File: src/rtl/wts_pkg.sv
// Shared definitions for the wave table sound core.
// Holds the default datapath widths, the index-width helper and the
// round-toward-zero scaling function used by every gain stage.
package wts_pkg;

  localparam int unsigned WTS_SAMPLE_W = 8;
  localparam int unsigned WTS_ENV_W    = 4;
  localparam int unsigned WTS_VOL_W    = 4;
  localparam int unsigned WTS_CH_NUM   = 5;

  // Bits needed to index n entries, never less than 1.
  function automatic int unsigned clog2_min1(input int unsigned n);
    int unsigned w;
    w = 1;
    while ((64'd1 << w) < 64'(n)) w = w + 1;
    return w;
  endfunction

  // Divide a signed product by 2^shamt, rounding toward zero.
  // Arithmetic shift floors, so negative values with a nonzero remainder get +1.
  function automatic logic signed [31:0] scale_rtz(input logic signed [31:0] p,
                                                   input int unsigned        shamt);
    logic signed [31:0] q;
    logic        [31:0] mask;
    mask = (32'd1 << shamt) - 32'd1;
    q    = p >>> shamt;
    if (p[31] && ((32'(p) & mask) != 32'd0)) q = q + 32'sd1;
    return q;
  endfunction

endpackage

File: src/rtl/wts_channel_volume_ramp_if.sv
// Slot and volume-control bundle of the channel volume ramp scaler.
// master: slot source / register writer; slave: the scaler itself.
interface wts_channel_volume_ramp_if
  import wts_pkg::*;
#(
  parameter int unsigned SAMPLE_W = WTS_SAMPLE_W,
  parameter int unsigned ENV_W    = WTS_ENV_W,
  parameter int unsigned VOL_W    = WTS_VOL_W,
  parameter int unsigned CH_W     = 3
);
  logic                       in_valid;
  logic [CH_W-1:0]            in_ch;
  logic signed [SAMPLE_W-1:0] in_sample;
  logic [ENV_W:0]             in_env;
  logic                       in_noise;
  logic                       vol_we;
  logic [CH_W-1:0]            vol_ch;
  logic [VOL_W-1:0]           vol_data;
  logic                       ramp_en;
  logic                       out_valid;
  logic [CH_W-1:0]            out_ch;
  logic signed [SAMPLE_W-1:0] out_sample;
  logic                       ramp_busy;

  modport master (
    output in_valid, in_ch, in_sample, in_env, in_noise,
    output vol_we, vol_ch, vol_data, ramp_en,
    input  out_valid, out_ch, out_sample, ramp_busy
  );

  modport slave (
    input  in_valid, in_ch, in_sample, in_env, in_noise,
    input  vol_we, vol_ch, vol_data, ramp_en,
    output out_valid, out_ch, out_sample, ramp_busy
  );
endinterface

File: src/rtl/wts_volume_ramp_bank.sv
// Per-channel target/current volume registers with zipper-free ramping.
// Ports: clk, reset (sync, active-high); tick_i frame tick; ramp_en_i mode;
// we_i/wch_i/wdata_i target write; rd_ch_i/rd_vol_c_o combinational read;
// ramp_busy_o registered "any channel still ramping".
module wts_volume_ramp_bank
  import wts_pkg::*;
#(
  parameter int unsigned CH_NUM   = WTS_CH_NUM,
  parameter int unsigned CH_W     = 3,
  parameter int unsigned VOL_W    = WTS_VOL_W,
  parameter int unsigned RAMP_DIV = 4
) (
  input  logic             clk,
  input  logic             reset,
  input  logic             tick_i,
  input  logic             ramp_en_i,
  input  logic             we_i,
  input  logic [CH_W-1:0]  wch_i,
  input  logic [VOL_W-1:0] wdata_i,
  input  logic [CH_W-1:0]  rd_ch_i,
  output logic [VOL_W-1:0] rd_vol_c_o,
  output logic             ramp_busy_o
);
  localparam int unsigned CNT_W = clog2_min1(RAMP_DIV);

  logic [VOL_W-1:0] cur_vol_q [CH_NUM];
  logic [VOL_W-1:0] cur_vol_d [CH_NUM];
  logic [VOL_W-1:0] tgt_vol_q [CH_NUM];
  logic [VOL_W-1:0] tgt_vol_d [CH_NUM];
  logic [CNT_W-1:0] frame_cnt_q, frame_cnt_d;
  logic             ramp_busy_q;
  logic             step_c;
  logic             busy_c;

  // Frame divider: a step fires on the tick that wraps the counter.
  always_comb begin
    frame_cnt_d = frame_cnt_q;
    step_c      = 1'b0;
    if (tick_i) begin
      if (frame_cnt_q == CNT_W'(RAMP_DIV - 1)) begin
        frame_cnt_d = '0;
        step_c      = 1'b1;
      end else begin
        frame_cnt_d = frame_cnt_q + CNT_W'(1);
      end
    end
  end

  // Step compares against the pre-write target; an immediate write overrides the step.
  always_comb begin
    cur_vol_d = cur_vol_q;
    tgt_vol_d = tgt_vol_q;
    busy_c    = 1'b0;
    for (int i = 0; i < int'(CH_NUM); i++) begin
      if (step_c && ramp_en_i) begin
        if (cur_vol_q[i] < tgt_vol_q[i])      cur_vol_d[i] = cur_vol_q[i] + VOL_W'(1);
        else if (cur_vol_q[i] > tgt_vol_q[i]) cur_vol_d[i] = cur_vol_q[i] - VOL_W'(1);
      end
      if (we_i && (wch_i == CH_W'(i))) begin
        tgt_vol_d[i] = wdata_i;
        if (!ramp_en_i) cur_vol_d[i] = wdata_i;
      end
      if (cur_vol_q[i] != tgt_vol_q[i]) busy_c = 1'b1;
    end
  end

  // Read port; out-of-range channels read as silence.
  always_comb begin
    rd_vol_c_o = '0;
    for (int i = 0; i < int'(CH_NUM); i++) begin
      if (rd_ch_i == CH_W'(i)) rd_vol_c_o = cur_vol_q[i];
    end
  end

  always_ff @(posedge clk) begin
    if (reset) begin
      for (int i = 0; i < int'(CH_NUM); i++) begin
        cur_vol_q[i] <= '0;
        tgt_vol_q[i] <= '0;
      end
      frame_cnt_q <= '0;
      ramp_busy_q <= 1'b0;
    end else begin
      cur_vol_q   <= cur_vol_d;
      tgt_vol_q   <= tgt_vol_d;
      frame_cnt_q <= frame_cnt_d;
      ramp_busy_q <= busy_c;
    end
  end

  assign ramp_busy_o = ramp_busy_q;
endmodule

File: src/rtl/wts_channel_volume_ramp.sv
// Time-multiplexed channel scaler: envelope gate/scale, then ramped volume.
// Ports: clk, reset (sync, active-high); bus (slave modport) carries the
// input slot, the volume write port, ramp_en and the output slot/ramp_busy.
// Three register stages, one slot per cycle, no stalls.
module wts_channel_volume_ramp
  import wts_pkg::*;
#(
  parameter int unsigned SAMPLE_W = WTS_SAMPLE_W,
  parameter int unsigned ENV_W    = WTS_ENV_W,
  parameter int unsigned VOL_W    = WTS_VOL_W,
  parameter int unsigned CH_NUM   = WTS_CH_NUM,
  parameter int unsigned RAMP_DIV = 4
) (
  input  logic                       clk,
  input  logic                       reset,
  wts_channel_volume_ramp_if.slave   bus
);
  localparam int unsigned CH_W = clog2_min1(CH_NUM);
  localparam int unsigned P2_W = SAMPLE_W + ENV_W + 1;
  localparam int unsigned P3_W = SAMPLE_W + VOL_W + 1;

  logic                       s1_valid_q, s2_valid_q, out_valid_q;
  logic [CH_W-1:0]            s1_ch_q, s2_ch_q, out_ch_q;
  logic signed [SAMPLE_W-1:0] s1_sample_q, s2_sample_q, out_sample_q;
  logic [ENV_W:0]             s1_env_q;
  logic signed [SAMPLE_W-1:0] s2_sample_d, out_sample_d;
  logic signed [P2_W-1:0]     p2;
  logic signed [P3_W-1:0]     p3;
  logic [VOL_W-1:0]           rd_vol;
  logic                       tick_c;

  // Frame ends when the last channel's slot sits in S1.
  assign tick_c = s1_valid_q && (s1_ch_q == CH_W'(CH_NUM - 1));

  wts_volume_ramp_bank #(
    .CH_NUM   (CH_NUM),
    .CH_W     (CH_W),
    .VOL_W    (VOL_W),
    .RAMP_DIV (RAMP_DIV)
  ) u_bank (
    .clk         (clk),
    .reset       (reset),
    .tick_i      (tick_c),
    .ramp_en_i   (bus.ramp_en),
    .we_i        (bus.vol_we),
    .wch_i       (bus.vol_ch),
    .wdata_i     (bus.vol_data),
    .rd_ch_i     (s2_ch_q),
    .rd_vol_c_o  (rd_vol),
    .ramp_busy_o (bus.ramp_busy)
  );

  // Envelope stage: bypass passes the sample, otherwise scale by magnitude/2^ENV_W.
  always_comb begin
    s2_sample_d = s1_sample_q;
    p2 = $signed({{(ENV_W + 1){s1_sample_q[SAMPLE_W-1]}}, s1_sample_q}) *
         $signed({{(SAMPLE_W + 1){1'b0}}, s1_env_q[ENV_W-1:0]});
    if (!s1_env_q[ENV_W]) s2_sample_d = SAMPLE_W'(scale_rtz(32'(p2), ENV_W));
  end

  // Volume stage: invalid channels read volume 0 and so emit silence.
  always_comb begin
    p3 = $signed({{(VOL_W + 1){s2_sample_q[SAMPLE_W-1]}}, s2_sample_q}) *
         $signed({{(SAMPLE_W + 1){1'b0}}, rd_vol});
    out_sample_d = SAMPLE_W'(scale_rtz(32'(p3), VOL_W));
  end

  always_ff @(posedge clk) begin
    if (reset) begin
      s1_valid_q   <= 1'b0;
      s1_ch_q      <= '0;
      s1_sample_q  <= '0;
      s1_env_q     <= '0;
      s2_valid_q   <= 1'b0;
      s2_ch_q      <= '0;
      s2_sample_q  <= '0;
      out_valid_q  <= 1'b0;
      out_ch_q     <= '0;
      out_sample_q <= '0;
    end else begin
      s1_valid_q   <= bus.in_valid;
      s1_ch_q      <= bus.in_ch;
      s1_sample_q  <= bus.in_sample;
      s1_env_q     <= bus.in_noise ? bus.in_env : '0;
      s2_valid_q   <= s1_valid_q;
      s2_ch_q      <= s1_ch_q;
      s2_sample_q  <= s2_sample_d;
      out_valid_q  <= s2_valid_q;
      out_ch_q     <= s2_ch_q;
      out_sample_q <= out_sample_d;
    end
  end

  assign bus.out_valid  = out_valid_q;
  assign bus.out_ch     = out_ch_q;
  assign bus.out_sample = out_sample_q;
endmodule

File: src/flat_wrapper.sv
// flat-port wrapper written by rule: the top's interface ports become plain ports
module wts_channel_volume_ramp_flat import wts_pkg::*;
#(
  parameter int unsigned SAMPLE_W = WTS_SAMPLE_W,
  parameter int unsigned ENV_W    = WTS_ENV_W,
  parameter int unsigned VOL_W    = WTS_VOL_W,
  parameter int unsigned CH_NUM   = WTS_CH_NUM,
  parameter int unsigned RAMP_DIV = 4
)
  (clk, reset, bus_in_valid, bus_in_ch, bus_in_sample, bus_in_env, bus_in_noise, bus_vol_we, bus_vol_ch, bus_vol_data, bus_ramp_en, bus_out_valid, bus_out_ch, bus_out_sample, bus_ramp_busy);
  wts_channel_volume_ramp_if #(.SAMPLE_W(SAMPLE_W), .ENV_W(ENV_W), .VOL_W(VOL_W), .CH_W((3))) bus_i ();
  input  logic clk;
  input  logic reset;
  input wire logic [$bits(bus_i.in_valid)-1:0] bus_in_valid;
  input wire logic [$bits(bus_i.in_ch)-1:0] bus_in_ch;
  input wire logic [$bits(bus_i.in_sample)-1:0] bus_in_sample;
  input wire logic [$bits(bus_i.in_env)-1:0] bus_in_env;
  input wire logic [$bits(bus_i.in_noise)-1:0] bus_in_noise;
  input wire logic [$bits(bus_i.vol_we)-1:0] bus_vol_we;
  input wire logic [$bits(bus_i.vol_ch)-1:0] bus_vol_ch;
  input wire logic [$bits(bus_i.vol_data)-1:0] bus_vol_data;
  input wire logic [$bits(bus_i.ramp_en)-1:0] bus_ramp_en;
  output wire logic [$bits(bus_i.out_valid)-1:0] bus_out_valid;
  output wire logic [$bits(bus_i.out_ch)-1:0] bus_out_ch;
  output wire logic [$bits(bus_i.out_sample)-1:0] bus_out_sample;
  output wire logic [$bits(bus_i.ramp_busy)-1:0] bus_ramp_busy;
  assign bus_i.in_valid = bus_in_valid;
  assign bus_i.in_ch = bus_in_ch;
  assign bus_i.in_sample = bus_in_sample;
  assign bus_i.in_env = bus_in_env;
  assign bus_i.in_noise = bus_in_noise;
  assign bus_i.vol_we = bus_vol_we;
  assign bus_i.vol_ch = bus_vol_ch;
  assign bus_i.vol_data = bus_vol_data;
  assign bus_i.ramp_en = bus_ramp_en;
  assign bus_out_valid = bus_i.out_valid;
  assign bus_out_ch = bus_i.out_ch;
  assign bus_out_sample = bus_i.out_sample;
  assign bus_ramp_busy = bus_i.ramp_busy;
  wts_channel_volume_ramp #(.SAMPLE_W(SAMPLE_W), .ENV_W(ENV_W), .VOL_W(VOL_W), .CH_NUM(CH_NUM), .RAMP_DIV(RAMP_DIV)) u_core (.clk(clk), .reset(reset), .bus(bus_i));
endmodule
File: config.mk
export PLATFORM = sky130hd
export DESIGN_NAME = wts_channel_volume_ramp_flat
export DESIGN_NICKNAME = d
export VERILOG_FILES = /design/src/rtl/wts_pkg.sv /design/src/rtl/wts_channel_volume_ramp_if.sv /design/src/rtl/wts_volume_ramp_bank.sv /design/src/rtl/wts_channel_volume_ramp.sv /design/src/flat_wrapper.sv
export SDC_FILE = /design/constraint.sdc
export NUM_CORES = 1
export LEC_CHECK = 0
export ABC_AREA = 1
export BUFFER_PORTS_ARGS = -buffer_cell sky130_fd_sc_hd__clkbuf_2
export CORE_MARGIN = 2
export CORE_UTILIZATION = 27
export CTS_CLUSTER_SIZE = 20
export DETAILED_ROUTE_END_ITERATION = 10
export GPL_TIMING_DRIVEN = 0
export PLACE_DENSITY = 0.4
export SKIP_CTS_REPAIR_TIMING = 1
export SYNTH_ARGS = -nofsm -noshare
export SYNTH_HDL_FRONTEND = slang
export SYNTH_SLANG_ARGS = --single-unit
export TNS_END_PERCENT = 1
File: constraint.sdc
create_clock -name clk -period 9.3 [get_ports clk]
set_input_delay 0 -clock clk [delete_from_list [all_inputs] [get_ports clk]]
set_output_delay 0 -clock clk [all_outputs]
set_load 0.03 [all_outputs]
==> results of run 1 <==
-- power breakdown --
| part | internal (mW) | switching (mW) | leakage, nW |
|---|---|---|---|
| registers | 0.375 | 0.0114 | 0.686 |
| logic | 0.0600 | 0.115 | 3.68 |
| clock network | 0.188 | 0.147 | 0.129 |
-- registers in the layout, summed over array words and instances, names as in the netlist --
register	flops
u_core.u_bank.cur_vol_q	20
u_core.u_bank.tgt_vol_q	20
u_core.bus.out_sample	8
u_core.s1_sample_q	8
u_core.s2_sample_q	8
u_core.s1_env_q	5
u_core.bus.out_ch	3
u_core.s1_ch_q	3
u_core.s2_ch_q	3
u_core.u_bank.frame_cnt_q	2
u_core.bus.out_valid	1
u_core.s1_valid_q	1
u_core.s2_valid_q	1
u_core.u_bank.ramp_busy_o	1
-- critical path, delay by kind of cell, from the launching register on --
| family | cells | cell delay, ns |
|---|---|---|
| AO/OA/AOI/OAI | 5 | 0.88 |
| XOR/XNOR | 1 | 0.26 |
| adder cells (fa/ha/maj) | 5 | 1.93 |
| buffers and inverters | 3 | 0.28 |
| flip-flops | 1 | 0.50 |
| AND/OR/NAND/NOR | 10 | 1.05 |
-- kinds of logic after synthesis --
| logic type | Yosys count | synth area share (%) |
|---|---|---|
| compound gates | 156 | 12.6 |
| xor+xnor | 26 | 3.14 |
| fa+ha+maj | 115 | 23.3 |
| buf+inv | 270 | 14.1 |
| flops | 84 | 23.2 |
| simple gates | 401 | 23.6 |
-- cell type report --
cell class | count | area share (%)
multi-input cells | 698 | 54.5
clock buffers | 12 | 2.95
well taps | 341 | 5.11
repair buffers | 59 | 4.73
inverters | 255 | 11.5
flip-flops and latches | 84 | 20.1
clock inverters | 4 | 0.300
plain buffers | 15 | 0.809
-- layout by cell type, fill, tap and decap left out, types with 3 or more instances in the layout --
cell             n
nor2_2           3
a31oi_1          3
o21ai_1          5
xnor2_1          9
nand2_1        175
o21ai_0         53
a21oi_1         49
nand3_1         43
nor2_1         129
fa_1            34
dfxtp_1         84
ha_1            81
nor3_1          13
a211oi_1         4
o221ai_1         3
inv_1          252
buf_2            3
nand4_1         11
clkbuf_1        12
o21bai_1         3
clkbuf_16        9
nand2_2          9
xor2_1          17
dlygate4sd3_1   20
clkbuf_2        39
o211ai_1        21
or2_2            4
nand3b_1         5
-- worst paths after layout --
check / to / slack [ns] / depth (start not counted)
hold reg to reg: u_core.bus.out_valid / 0.41 / 2
setup / recovery: u_core.bus.out_sample[6] / 4.29 / 24
hold / removal: u_core.s1_env_q[4] / -0.03 / 3
setup reg to reg: u_core.bus.out_sample[6] / 4.29 / 24
-- per-layer routing --
metal / wire, um / GRT usage, %
met1: 9790 / 19.1
met2: 8320 / 23.3
met3: 524 / 2.14
met4: 136 / 2.72
met5: 0 / 0
-- stage by stage --
step | instances | cell area, sq um | hold slack [ns] | power, mW
floorplan | 1052 | 7260 | 0.107 | 0.512
global placement | 1432 | 7880 | 0.195 | 0.565
detailed placement | 1432 | 7880 | 0.196 | 0.564
CTS | 1448 | 8150 | -0.182 | 0.909
global route | 1468 | 8350 | -0.0233 | 0.953
finish | 1468 | 8350 | -0.0314 | 0.896
==> results.md, run 1 <==
* Initial DRC count at 243
* Die width at 168 um
* Area of the multi-input gates at 0.00455 sq mm
* Die H at 168 um
* Post-synthesis sequential area ratio at 23.2%
* Detailed placer's ending HPWL at 15.3 mm
* Vias at 6337
* Clk_skew at 0.00684 ns
* Clk sinks at 84
* Syn nets at 1196
* Final setup fails at 0
* MaxCap Viol Count at 0
* Row count at 60
* Worst slew pin tran at 0.860 ns
* Most common cell in the netlist: inv_1
* First-pass GRT wire length at 31.4 mm
* Crit end category: flop
* Synth top cells by count: inv_1, nand2_1, nor2_1
* #FFs+latches synth at 84
* Port bufs at 39
* GR Overflow Total at 0
* Post-route ant nets at 0
* Initial Util at 27.2%
* Deepest clock path buffer count at 2
* Worst path most repeated cell: nand2_1
* Synth top area cells: dfxtp_1, ha_1, inv_1
* CTS tree: yes
* WL per Instance at 12.8 um
* Largest net degree at the start of global routing at 14
* Worst skew pair latency at 0.34 ns
* Failing checks: negative hold slack
* Clock transition at path regs at 0.06 ns
* VDD IR max at 0.0000638 V
* Final period util at 53.8%
* RSZ-0062 raised after global routing: false
* CTS H-tree depth at 3
* Final hold slack at -0.0314 ns
* Post-route setup TNS at 0 ns
* Share of cells above drive strength 1 at 7.28%
* Area growth, synth to finish at 15.1%
* WS Path Type: flop to flop
* Detailed Routing Iterations Pass 1 at 7
* Register Area at 0.00168 sq mm
* Antenna cell count at 0
* Critical R2R Launch: u_core.s2_ch_q[2]
* Final hold vios at 3
* Yosys warnings at 0
* Fin util at 31.3%
* Mapped Area at 0.00726 sq mm
* Syn Area/Cell at 6.90 sq um
* Routability cong. at 0.805
* Final wirelength at 18.8 mm
* Critical path fanouts, max at 8
* EDFF count, synth at 0
* Slew Limit Fails at 0
* Vias per cell at 4.32
* Total core area at 0.0267 sq mm
* HP Start: bus_in_noise
* TritonCTS buffer count at 9
* Final Net Count at 1266
* Vias in the first global route at 6255
* Top-level I/O count at 42
* Cell Chain, Critical Path: inv_1 -> nand2_1 -> o211ai_1 -> o21ai_0 -> o211ai_1 -> o21ai_1 -> nor2_1 -> ha_1 -> inv_1 -> fa_1 -> fa_1 -> inv_1 -> ha_1 -> a21oi_1 -> nand2_1 -> xor2_1 -> ha_1 -> nand2_1 -> nor2_1 -> nand4_1 -> nand2_1 -> nand4_1 -> nand2_1 -> nor2_1
* Leading area contributor after synthesis: dfxtp_1
* CTS root buf: clkbuf_16
* Synth Flop Type: dfxtp_1
* Critical path arrival at 5.25 ns
* Yosys cell types at 45
* Overall global routing resource usage at 13.9%
* CP Launch Type: flop
* Min-delay worst type: input port to flop
* Die ar. at 0.0282 sq mm
* Post-Syn Instances at 1052
* Top-area cell type share of the netlist area at 23.2%
* Slowest-stage cell, CP: fa_1
* Critical Path Start: u_core.s2_ch_q[2]
* Maximum clock rate at 0.200 GHz
* Min Tclk post-route at 5.01 ns
* Final worst setup slack at 4.29 ns
* Post-route DRC at 0
* Outcome: finished, violations left
* Worst path max stage delay at 0.55 ns
* Power per standard cell area at 107 mW/mm^2
* Post-synthesis async set-or-reset flop share at 0%
* Leakage Power at 4.50 nW
* Worst path required time at 9.54 ns
* Relative slew slack at 42.7%
* Number of fill cells at 2911
* Initial antenna violation count at 0
* Pre-CTS setup slack at 4.28 ns
Note: power is estimated with default switching activity, not from simulation.
==> inputs of run 2 (changes only) <==
--- a/config.mk
+++ b/config.mk
@@ -12,7 +12,7 @@
 export CTS_CLUSTER_SIZE = 20
 export DETAILED_ROUTE_END_ITERATION = 10
 export GPL_TIMING_DRIVEN = 0
-export PLACE_DENSITY = 0.4
+export PLACE_DENSITY = 0.41
 export SKIP_CTS_REPAIR_TIMING = 1
 export SYNTH_ARGS = -nofsm -noshare
 export SYNTH_HDL_FRONTEND = slang
==> constraint.sdc (replaced) <==
create_clock -name clk -period 4.6 [get_ports clk]
set_input_delay 0 -clock clk [delete_from_list [all_inputs] [get_ports clk]]
set_output_delay 0 -clock clk [all_outputs]
set_load 0.03 [all_outputs]
==> run 2 against run 1 <==
  * The run still ends with negative hold slack left
  * Sequential cell count did not move
  * Via count rose by 1.2%
  * Sequential power rose by 100%
  * Clock power rose by 120%
  * Clock skew rose by 0.00056 ns
  * Wire length rose by 3.4%
  * Combinational power rose by 120%
  * Register-to-register slack got worse by 4.0 ns
  * Non-clock buffer count rose by 6
==> results.md, run 2 (same netlist as run 1, synthesis figures left out) <==
* Critical Path Start: u_core.s2_ch_q[0]
* MaxCap Viol Count at 0
* R2R depth at 26
* Critical path arrival at 4.57 ns
* Most common cell after layout, fill and taps aside: inv_1
* Reg-to-reg critical path endpoint: u_core.bus.out_sample[5]
* Initial antenna violation count at 0
* Final period util at 94.0%
* TritonCTS buffer count at 9
* Commonest cells after routing, fill and taps aside: inv_1, nand2_1, nor2_1
* Top-level I/O count at 42
* First-pass GRT wire length at 31.5 mm
* Slowest-stage cell, CP: fa_1
* Final Net Count at 1272
* Outcome: finished, violations left
* Port bufs at 39
* Detailed Routing Iterations Pass 1 at 5
* CTS H-tree depth at 3
* Worst skew pair latency at 0.35 ns
* Largest net degree at the start of global routing at 17
* Relative slew slack at 44.8%
* Maximum clock rate at 0.231 GHz
* Worst path max stage delay at 0.53 ns
* Share of cells above drive strength 1 at 12.2%
* Post-route ant nets at 0
* Clk sinks at 84
* CTS root buf: clkbuf_16
* Post-route DRC at 0
* Critical R2R Launch: u_core.s2_ch_q[0]
* Worst path required time at 4.85 ns
* Worst path most repeated cell: nand2_1
* Detailed placer's ending HPWL at 15.3 mm
* Post-route insts no fill at 1474
* Failing checks: negative hold slack
* Largest delay share family, worst path: adder cells
* Critical path fanouts, max at 8
* VDD IR max at 0.000137 V
* R2r setup slk at 0.28 ns
* CTS tree: yes
* Overall global routing resource usage at 14.0%
* Initial DRC count at 294
* Slew Limit Fails at 0
* Initial Util at 27.2%
* Power per standard cell area at 215 mW/mm^2
* Deepest clock path buffer count at 2
* Worst path depth at 26
* Clock transition at path regs at 0.07 ns
* Total core area at 0.0267 sq mm
* CP Launch Type: flop
* Worst slew pin tran at 0.828 ns
* Die H at 168 um
* Row count at 60
* CP bufs+invs at 5
* Final hold slack at -0.0166 ns
* Biggest regs: u_core.u_bank.cur_vol_q x20, u_core.u_bank.tgt_vol_q x20
* Vias per cell at 4.35
* Vias at 6413
* Min Tclk post-route at 4.32 ns
* GR Overflow Total at 0
* Placed Cells at 1432
* Final hold vios at 2
* Final setup fails at 0
* Area growth, synth to finish at 20.4%
* Die ar. at 0.0282 sq mm
* Routability cong. at 0.778
* WL per Instance at 13.2 um
* Clk_skew at 0.00740 ns
* Antenna cell count at 0
* Min-delay worst type: input port to flop
* Vias in the first global route at 6206
* Die width at 168 um
* Final wirelength at 19.4 mm
* Crit end category: flop
* Leakage Power at 4.56 nW
* WS Path Type: flop to flop
* CP Capture Point: u_core.bus.out_sample[5]
==> run 2: report_power, final <==
part | total, mW | switching, mW | leakage (nW) | internal (mW)
combinational | 0.379 | 0.244 | 3.73 | 0.135
clock | 0.722 | 0.347 | 0.138 | 0.375
sequential | 0.781 | 0.0242 | 0.688 | 0.757
total | 1.88 | 0.615 | 4.56 | 1.27
==> run 2: stage by stage <==
step | power, mW | util (%) | area, sq um | worst slack (ns) | setup TNS (ns)
final | 1.88 | 32.8 | 8740 | 0.276 | 0
after global routing | 1.99 | 32.8 | 8740 | -0.0120 | -0.0185
after CTS | 1.88 | 30.6 | 8170 | -0.469 | -2.54
after detailed placement | 1.14 | 29.6 | 7880 | -0.442 | -2.36
after global placement | 1.14 | 29.6 | 7880 | -0.503 | -2.71
after floorplan | 1.04 | - | 7260 | 0.374 | 0
==> run 2: final cells by class <==
class | instances | area [sq um]
multi-input combinational | 698 | 4850
clock buffer | 9 | 225
tap | 341 | 427
timing repair buffer | 65 | 460
sequential | 84 | 1690
inverter | 255 | 957
buffer | 15 | 71.3
clock inverter | 7 | 58.8
fill | 2907 | 17900
==> run 2: metal layers <==
layer / part of all wire [%] / vias up / track usage, %
li1: - / 3447 / -
met1: 51 / 2882 / 19.4
met2: 45 / 70 / 22.8
met3: 2.6 / 14 / 2.40
met4: 1.1 / 0 / 3.06
met5: 0 / - / 0
==> run 2: worst min-delay path by stage <==
stage	startpoint	to	cells past startpoint	slack (ns)
after floorplan	bus_in_ch[0]	u_core.s1_ch_q[0]	2	0.11
after global placement	bus_in_sample[5]	u_core.s1_sample_q[5]	3	0.19
after detailed placement	bus_in_sample[7]	u_core.s1_sample_q[7]	3	0.20
after CTS	bus_in_sample[7]	u_core.s1_sample_q[7]	3	-0.19
after global routing	bus_in_noise	u_core.s1_env_q[1]	3	0.005
final	bus_vol_ch[0]	u_core.u_bank.tgt_vol_q[8]	4	-0.02
==> run 2: worst min-delay path: cells and delay by family <==
kind,cells,cell delay [ns]
compound gates,1,0.05
buf+inv,1,0.10
simple gates,2,0.14
